## src/rtl/tone_generator.sv

```systemverilog
// tone_generator: synchronises and stability-filters the encoder note code,
// looks up a half-period divider and toggles a 50% square wave on spk.
//
// Code format: bit4 = high octave, bit3 = low octave, bits[2:0] = note 0..6.
// 5'b11111 is silence; bits[2:0]==7 or bit4&bit3 together are illegal and
// behave as silence (note_valid=0, spk held low).
module tone_generator #(
  parameter int CLK_HZ     = 50_000_000,
  parameter int DIV_W      = 18,
  parameter int STABLE_CYC = 4
) (
  input  logic       clk,
  input  logic       rst_n,
  input  logic [4:0] signal,
  output logic       spk,
  output logic       note_valid,
  output logic [4:0] cur_code
);

  localparam int SCW = (STABLE_CYC > 1) ? $clog2(STABLE_CYC) : 1;
  localparam logic [SCW-1:0] STAB_LAST = SCW'(STABLE_CYC - 1);

  typedef enum logic {SILENT = 1'b0, TONE = 1'b1} state_t;

  // Mid-octave half period for a note index, shifted for the octave bits.
  function automatic logic [DIV_W-1:0] hp_lookup(input logic [4:0] code);
    logic [DIV_W-1:0] mid;
    case (code[2:0])
      3'd0:    mid = DIV_W'(CLK_HZ / (2 * 262));
      3'd1:    mid = DIV_W'(CLK_HZ / (2 * 294));
      3'd2:    mid = DIV_W'(CLK_HZ / (2 * 330));
      3'd3:    mid = DIV_W'(CLK_HZ / (2 * 349));
      3'd4:    mid = DIV_W'(CLK_HZ / (2 * 392));
      3'd5:    mid = DIV_W'(CLK_HZ / (2 * 440));
      3'd6:    mid = DIV_W'(CLK_HZ / (2 * 494));
      default: mid = '0;
    endcase
    if (code[4])      hp_lookup = mid >> 1;
    else if (code[3]) hp_lookup = mid << 1;
    else              hp_lookup = mid;
  endfunction

  function automatic logic is_legal(input logic [4:0] code);
    is_legal = (code[2:0] != 3'b111) && !(code[4] && code[3]);
  endfunction

  logic [4:0]       r_sync1;
  logic [4:0]       r_sync2;
  logic [SCW-1:0]   r_stab;
  logic [4:0]       r_cur;
  state_t           r_state;
  state_t           w_state_nxt;
  logic [DIV_W-1:0] r_cnt;
  logic             r_spk;
  logic             w_changed;
  logic             w_load;
  logic [DIV_W-1:0] w_hp;

  // r_sync1 holds the next synced sample, so a difference means r_sync2 is
  // about to change; the stability count then restarts on the same edge.
  assign w_changed = (r_sync1 != r_sync2);
  assign w_load    = (r_stab == STAB_LAST) && (r_sync2 != r_cur);
  assign w_hp      = hp_lookup(r_cur);

  // Two-flop synchroniser on the asynchronous code bus.
  always_ff @(posedge clk or negedge rst_n) begin
    if (!rst_n) begin
      r_sync1 <= 5'b11111;
      r_sync2 <= 5'b11111;
    end else begin
      r_sync1 <= signal;
      r_sync2 <= r_sync1;
    end
  end

  // Stability counter (saturating) and accepted-code register.
  always_ff @(posedge clk or negedge rst_n) begin
    if (!rst_n) begin
      r_stab <= '0;
      r_cur  <= 5'b11111;
    end else begin
      if (w_changed)                r_stab <= '0;
      else if (r_stab != STAB_LAST) r_stab <= r_stab + 1'b1;
      if (w_load)                   r_cur  <= r_sync2;
    end
  end

  // Tone FSM state register.
  always_ff @(posedge clk or negedge rst_n) begin
    if (!rst_n) r_state <= SILENT;
    else        r_state <= w_state_nxt;
  end

  // Tone FSM next state: a newly accepted code decides directly.
  always_comb begin
    w_state_nxt = r_state;
    if (w_load) begin
      w_state_nxt = is_legal(r_sync2) ? TONE : SILENT;
    end else begin
      case (r_state)
        SILENT:  if (is_legal(r_cur))  w_state_nxt = TONE;
        TONE:    if (!is_legal(r_cur)) w_state_nxt = SILENT;
        default: w_state_nxt = SILENT;
      endcase
    end
  end

  // Half-period counter and square wave; a code change restarts both cleanly.
  always_ff @(posedge clk or negedge rst_n) begin
    if (!rst_n) begin
      r_cnt <= '0;
      r_spk <= 1'b0;
    end else if (w_load || r_state != TONE) begin
      r_cnt <= '0;
      r_spk <= 1'b0;
    end else if (r_cnt == w_hp - DIV_W'(1)) begin
      r_cnt <= '0;
      r_spk <= ~r_spk;
    end else begin
      r_cnt <= r_cnt + DIV_W'(1);
    end
  end

  assign spk        = r_spk;
  assign note_valid = (r_state == TONE);
  assign cur_code   = r_cur;

endmodule
```

## config.mk

```make
export PLATFORM = sky130hd
export DESIGN_NAME = tone_generator
export DESIGN_NICKNAME = d
export VERILOG_FILES = /design/src/rtl/tone_generator.sv
export SDC_FILE = /design/constraint.sdc
export NUM_CORES = 1
export LEC_CHECK = 0
export CAP_MARGIN = 0
export CORE_UTILIZATION = 30
export DETAILED_ROUTE_END_ITERATION = 6
export SYNTH_ARGS = -nofsm -noshare
export SYNTH_HDL_FRONTEND = slang
export SYNTH_SLANG_ARGS = --single-unit
```

## constraint.sdc

```tcl
create_clock -name clk -period 2.7 [get_ports clk]
set_input_delay 0.54 -clock clk [delete_from_list [all_inputs] [get_ports clk]]
set_output_delay 0.54 -clock clk [all_outputs]
set_load 0.005 [all_outputs]
```

==> flow_results.xml <==
<?xml version="1.0" encoding="UTF-8"?>
<metrics>
  <group name="worst_setup_path">
    <metric name="worst-setup-path-type" unit="">reg2reg</metric>
    <metric name="crit_path_end_kind" unit="">flip-flop</metric>
    <metric name="reg2reg_setup_slack" unit="ns">-0.17</metric>
    <metric name="critical_path.reg2reg.endpoint" unit="">r_cnt[7]$_DFF_PN0_</metric>
    <metric name="cp.arrival" unit="ns">3.05</metric>
    <metric name="r2r.worst_path.cells" unit="">14</metric>
    <metric name="timing.rr.start" unit="">cur_code[4]$_DFFE_PN1P_</metric>
    <metric name="startpoint_type" unit="">flip-flop</metric>
    <metric name="critical_path_peak_fanout" unit="">5</metric>
    <metric name="critical_path_required" unit="ns">2.88</metric>
  </group>
  <group name="grt">
    <metric name="grt_max_degree" unit="">38</metric>
    <metric name="number_of_antenna_violations_at_the_first_check_in_global_routing" unit="">0</metric>
    <metric name="gr-total-overflow" unit="">0</metric>
    <metric name="global_route.peak_usage_layer" unit="">met2</metric>
    <metric name="grt_pass1_vias" unit="">2227</metric>
    <metric name="grt_first_pass_wirelength" unit="um">11400</metric>
    <metric name="met3_usage" unit="%">2.02</metric>
    <metric name="grt.total_usage" unit="%">15.1</metric>
    <metric name="groute.layer.met1.usage" unit="%">22.0</metric>
    <metric name="grt.met2_usage" unit="%">22.8</metric>
  </group>
  <group name="placement">
    <metric name="dpl.cell_count" unit="">440</metric>
    <metric name="globalplace.congestion" unit="">0.895</metric>
    <metric name="placement.io_buffers" unit="">13</metric>
    <metric name="detailedPlacementHpwl" unit="um">5010</metric>
  </group>
  <group name="power">
    <metric name="cellLeakagePower" unit="nW">1.40</metric>
    <metric name="total_power" unit="mW">1.31</metric>
    <metric name="pwr_density_cell" unit="nW/um^2">382</metric>
    <metric name="power.ir.vdd_worst" unit="mV">0.223</metric>
  </group>
  <group name="synth">
    <metric name="ys_top_cells_by_area" unit="">sky130_fd_sc_hd__dfrtp_1, sky130_fd_sc_hd__dfstp_2, sky130_fd_sc_hd__xnor2_1, sky130_fd_sc_hd__xor2_1, sky130_fd_sc_hd__nor2_1</metric>
    <metric name="yosys.cell_types.count" unit="">60</metric>
    <metric name="synthFlopType" unit="">sky130_fd_sc_hd__dfrtp_1</metric>
    <metric name="ys.warnings.count" unit="">0</metric>
    <metric name="mappedNetlistArea" unit="um^2">2690</metric>
    <metric name="synth_area_per_cell" unit="um^2">8.86</metric>
    <metric name="synth_largest_type_area_fraction" unit="%">20.4</metric>
    <metric name="syn_nets" unit="">314</metric>
    <metric name="ys_ff_latch" unit="">37</metric>
    <metric name="syn-instance-count" unit="">304</metric>
    <metric name="synth-edff-count" unit="">0</metric>
    <metric name="synth-async-reset-ratio" unit="%">100</metric>
    <metric name="synthDominantAreaCellType" unit="">sky130_fd_sc_hd__dfrtp_1</metric>
    <metric name="portion_of_the_post_synthesis_area_used_by_sequential_elements" unit="%">35.1</metric>
  </group>
  <group name="sta">
    <metric name="peak_freq" unit="MHz">349</metric>
    <metric name="final-hold-violation-count" unit="">0</metric>
    <metric name="report.final.setup_viol" unit="">19</metric>
    <metric name="post-route-period-util" unit="%">106</metric>
    <metric name="rsz0062_at_grt" unit="">true</metric>
    <metric name="worst_pin_slew" unit="ns">0.460</metric>
    <metric name="slew-limit-headroom" unit="%">69.4</metric>
    <metric name="period_minus_slack" unit="ns">2.87</metric>
    <metric name="fin_ws" unit="ns">-0.166</metric>
    <metric name="timing_max_transition_violations_final" unit="">0</metric>
    <metric name="worst_clock_skew" unit="ns">0.00804</metric>
  </group>
  <group name="floorplan">
    <metric name="core_area" unit="um^2">8720</metric>
    <metric name="std_cell_rows" unit="">34</metric>
    <metric name="design.die.area" unit="um^2">9360</metric>
    <metric name="initial_utilization" unit="%">30.9</metric>
    <metric name="fp.dieW" unit="um">96.8</metric>
    <metric name="floorplan.io_pins" unit="">14</metric>
    <metric name="chipHeight" unit="um">96.8</metric>
  </group>
  <group name="status">
    <metric name="violations" unit="">setup timing</metric>
    <metric name="status" unit="">finished with violations</metric>
  </group>
  <group name="flow_run">
    <metric name="maxcap_viol_count" unit="">0</metric>
  </group>
  <group name="final_layout">
    <metric name="final_cell_mix" unit="">sky130_fd_sc_hd__buf_4, sky130_fd_sc_hd__nor2_1, sky130_fd_sc_hd__dfrtp_1</metric>
    <metric name="design.final.nets" unit="">360</metric>
    <metric name="final_common_cell" unit="">sky130_fd_sc_hd__buf_4</metric>
    <metric name="final-instance-count-excl-fill" unit="">459</metric>
    <metric name="layout-drive-gt1-share" unit="%">27.9</metric>
    <metric name="filler_cell_count" unit="">848</metric>
    <metric name="insertedDiodeCount" unit="">0</metric>
    <metric name="syn2layout_area_growth" unit="%">27.0</metric>
  </group>
  <group name="route">
    <metric name="initial_drt_pass_iterations" unit="">4</metric>
    <metric name="wire_per_inst" unit="um">15.0</metric>
    <metric name="total_wirelength" unit="um">6900</metric>
    <metric name="routed-via-count" unit="">2393</metric>
    <metric name="route.detailed.drc" unit="">0</metric>
    <metric name="drt.antenna.violating_nets" unit="">0</metric>
    <metric name="first_iter_violations" unit="">180</metric>
    <metric name="vias_per_cell" unit="">5.21</metric>
  </group>
  <group name="cts">
    <metric name="clock_tree.root_cell" unit="">sky130_fd_sc_hd__clkbuf_8</metric>
    <metric name="worstSkewPairLatency" unit="ns">0.29</metric>
    <metric name="count_of_h_tree_levels_built_during_cts" unit="">2</metric>
    <metric name="clkSlewWorstSetupHoldPaths" unit="ns">0.07</metric>
    <metric name="postCtsHoldBufs" unit="">0</metric>
    <metric name="clock_tree_from_tritoncts" unit="">built</metric>
    <metric name="numCtsBuffers" unit="">5</metric>
    <metric name="max-clock-path-buffers" unit="">2</metric>
    <metric name="clock_sink_count" unit="">37</metric>
  </group>
  <group name="min_path">
    <metric name="hold_path.startpoint" unit="">r_sync1[1]$_DFF_PN1_</metric>
    <metric name="worstHoldEndpoint" unit="">r_sync2[1]$_DFF_PN1_</metric>
    <metric name="hold_path_class" unit="">reg2reg</metric>
    <metric name="min_path_cells" unit="">0</metric>
  </group>
</metrics>
==> layer usage <==
metal,share of wire [%],routed length (um)
met2,47,3210
met4,1.7,114
met5,0,0
met3,4.2,292
met1,48,3280
==> how the worst max path moves through the flow <==
stage,from,endpoint
final,cur_code[4]$_DFFE_PN1P_,r_cnt[7]$_DFF_PN0_
after floorplan,cur_code[1]$_DFFE_PN1P_,r_cnt[0]$_DFF_PN0_
after detailed placement,cur_code[2]$_DFFE_PN1P_,spk$_DFFE_PN0P_
after CTS,cur_code[4]$_DFFE_PN1P_,spk$_DFFE_PN0P_
after global routing,cur_code[4]$_DFFE_PN1P_,r_cnt[4]$_DFF_PN0_
after global placement,cur_code[4]$_DFFE_PN1P_,spk$_DFFE_PN0P_
==> critical path, cell delays in order, from the launching register on <==
cell and delay [ns]:
sky130_fd_sc_hd__dfstp_2 0.61, sky130_fd_sc_hd__buf_6 0.12, sky130_fd_sc_hd__nor2_2 0.03, sky130_fd_sc_hd__o21ai_1 0.11, sky130_fd_sc_hd__o211ai_1 0.15, sky130_fd_sc_hd__ha_4 0.30
sky130_fd_sc_hd__xor2_1 0.13, sky130_fd_sc_hd__o2111ai_1 0.12, sky130_fd_sc_hd__nand4b_1 0.21, sky130_fd_sc_hd__nor4_2 0.20, sky130_fd_sc_hd__nand4b_1 0.23, sky130_fd_sc_hd__o21bai_4 0.21
sky130_fd_sc_hd__buf_6 0.15, sky130_fd_sc_hd__buf_16 0.13, sky130_fd_sc_hd__nor2_2 0.04
==> synth_stat cells, types with 5 or more instances <==
cell and count:
sky130_fd_sc_hd__o21ai_0 20, sky130_fd_sc_hd__dfstp_2 15, sky130_fd_sc_hd__nor2_1 38, sky130_fd_sc_hd__nand2b_1 5, sky130_fd_sc_hd__o21ai_1 5, sky130_fd_sc_hd__buf_6 5
sky130_fd_sc_hd__or3_1 5, sky130_fd_sc_hd__nand3_1 16, sky130_fd_sc_hd__xor2_1 19, sky130_fd_sc_hd__nor2b_1 5, sky130_fd_sc_hd__mux2i_1 6, sky130_fd_sc_hd__xnor2_1 20
sky130_fd_sc_hd__inv_1 6, sky130_fd_sc_hd__o211ai_1 6, sky130_fd_sc_hd__nand2_1 18, sky130_fd_sc_hd__a21oi_1 9, sky130_fd_sc_hd__dfrtp_1 22, sky130_fd_sc_hd__buf_2 7
==> cell type report <==
type	count	area, um^2	area share [%]
inverters	7	26.3	0.768
repair buffers	59	543	15.9
well taps	108	135	3.95
flip-flops and latches	37	945	27.6
clock buffers	7	96.3	2.82
clock inverters	1	5.00	0.146
multi-input cells	240	1670	48.8
==> registers in the layout, summed over array words and instances (netlist names) <==
name	flops
r_sync1	5
r_sync2	5
spk	1
r_cnt	18
r_stab	2
note_valid	1
cur_code	5
==> cells by family after synthesis <==
logic type	synth area share [%]
buf+inv	5.90
compound gates	17.1
fa+ha+maj	1.77
xor+xnor	12.7
mux	3.48
simple gates	24.0
flops	35.1
==> through the flow <==
step | instance area, um^2 | worst slack, ns | setup TNS (ns) | hold WS (ns) | util, %
floorplan | 2720 | -0.152 | -1.86 | 0.244 | -
global placement | 3100 | -0.0846 | -0.913 | 0.362 | 35.6
detailed placement | 3100 | -0.171 | -2.46 | 0.364 | 35.6
CTS | 3370 | -0.173 | -3.04 | 0.372 | 38.6
global route | 3420 | -0.300 | -5.44 | 0.379 | 39.2
finish | 3420 | -0.166 | -2.87 | 0.370 | 39.2
==> where the power goes <==
group	internal, mW	switching, mW	leakage, nW
logic	0.105	0.105	0.899
registers	0.605	0.0654	0.450
clock network	0.231	0.196	0.0542
total	0.941	0.366	1.40
==> repair_timing <==
item | 4_1_cts | 5_1_grt
buffers inserted | 8 | 1
gates cloned | 2 | 0
endpoints found under the setup margin | 19 | 19
resized for setup | 13 | 13
pin swaps | 3 | 7
Note: power is estimated with default switching activity, not from simulation.
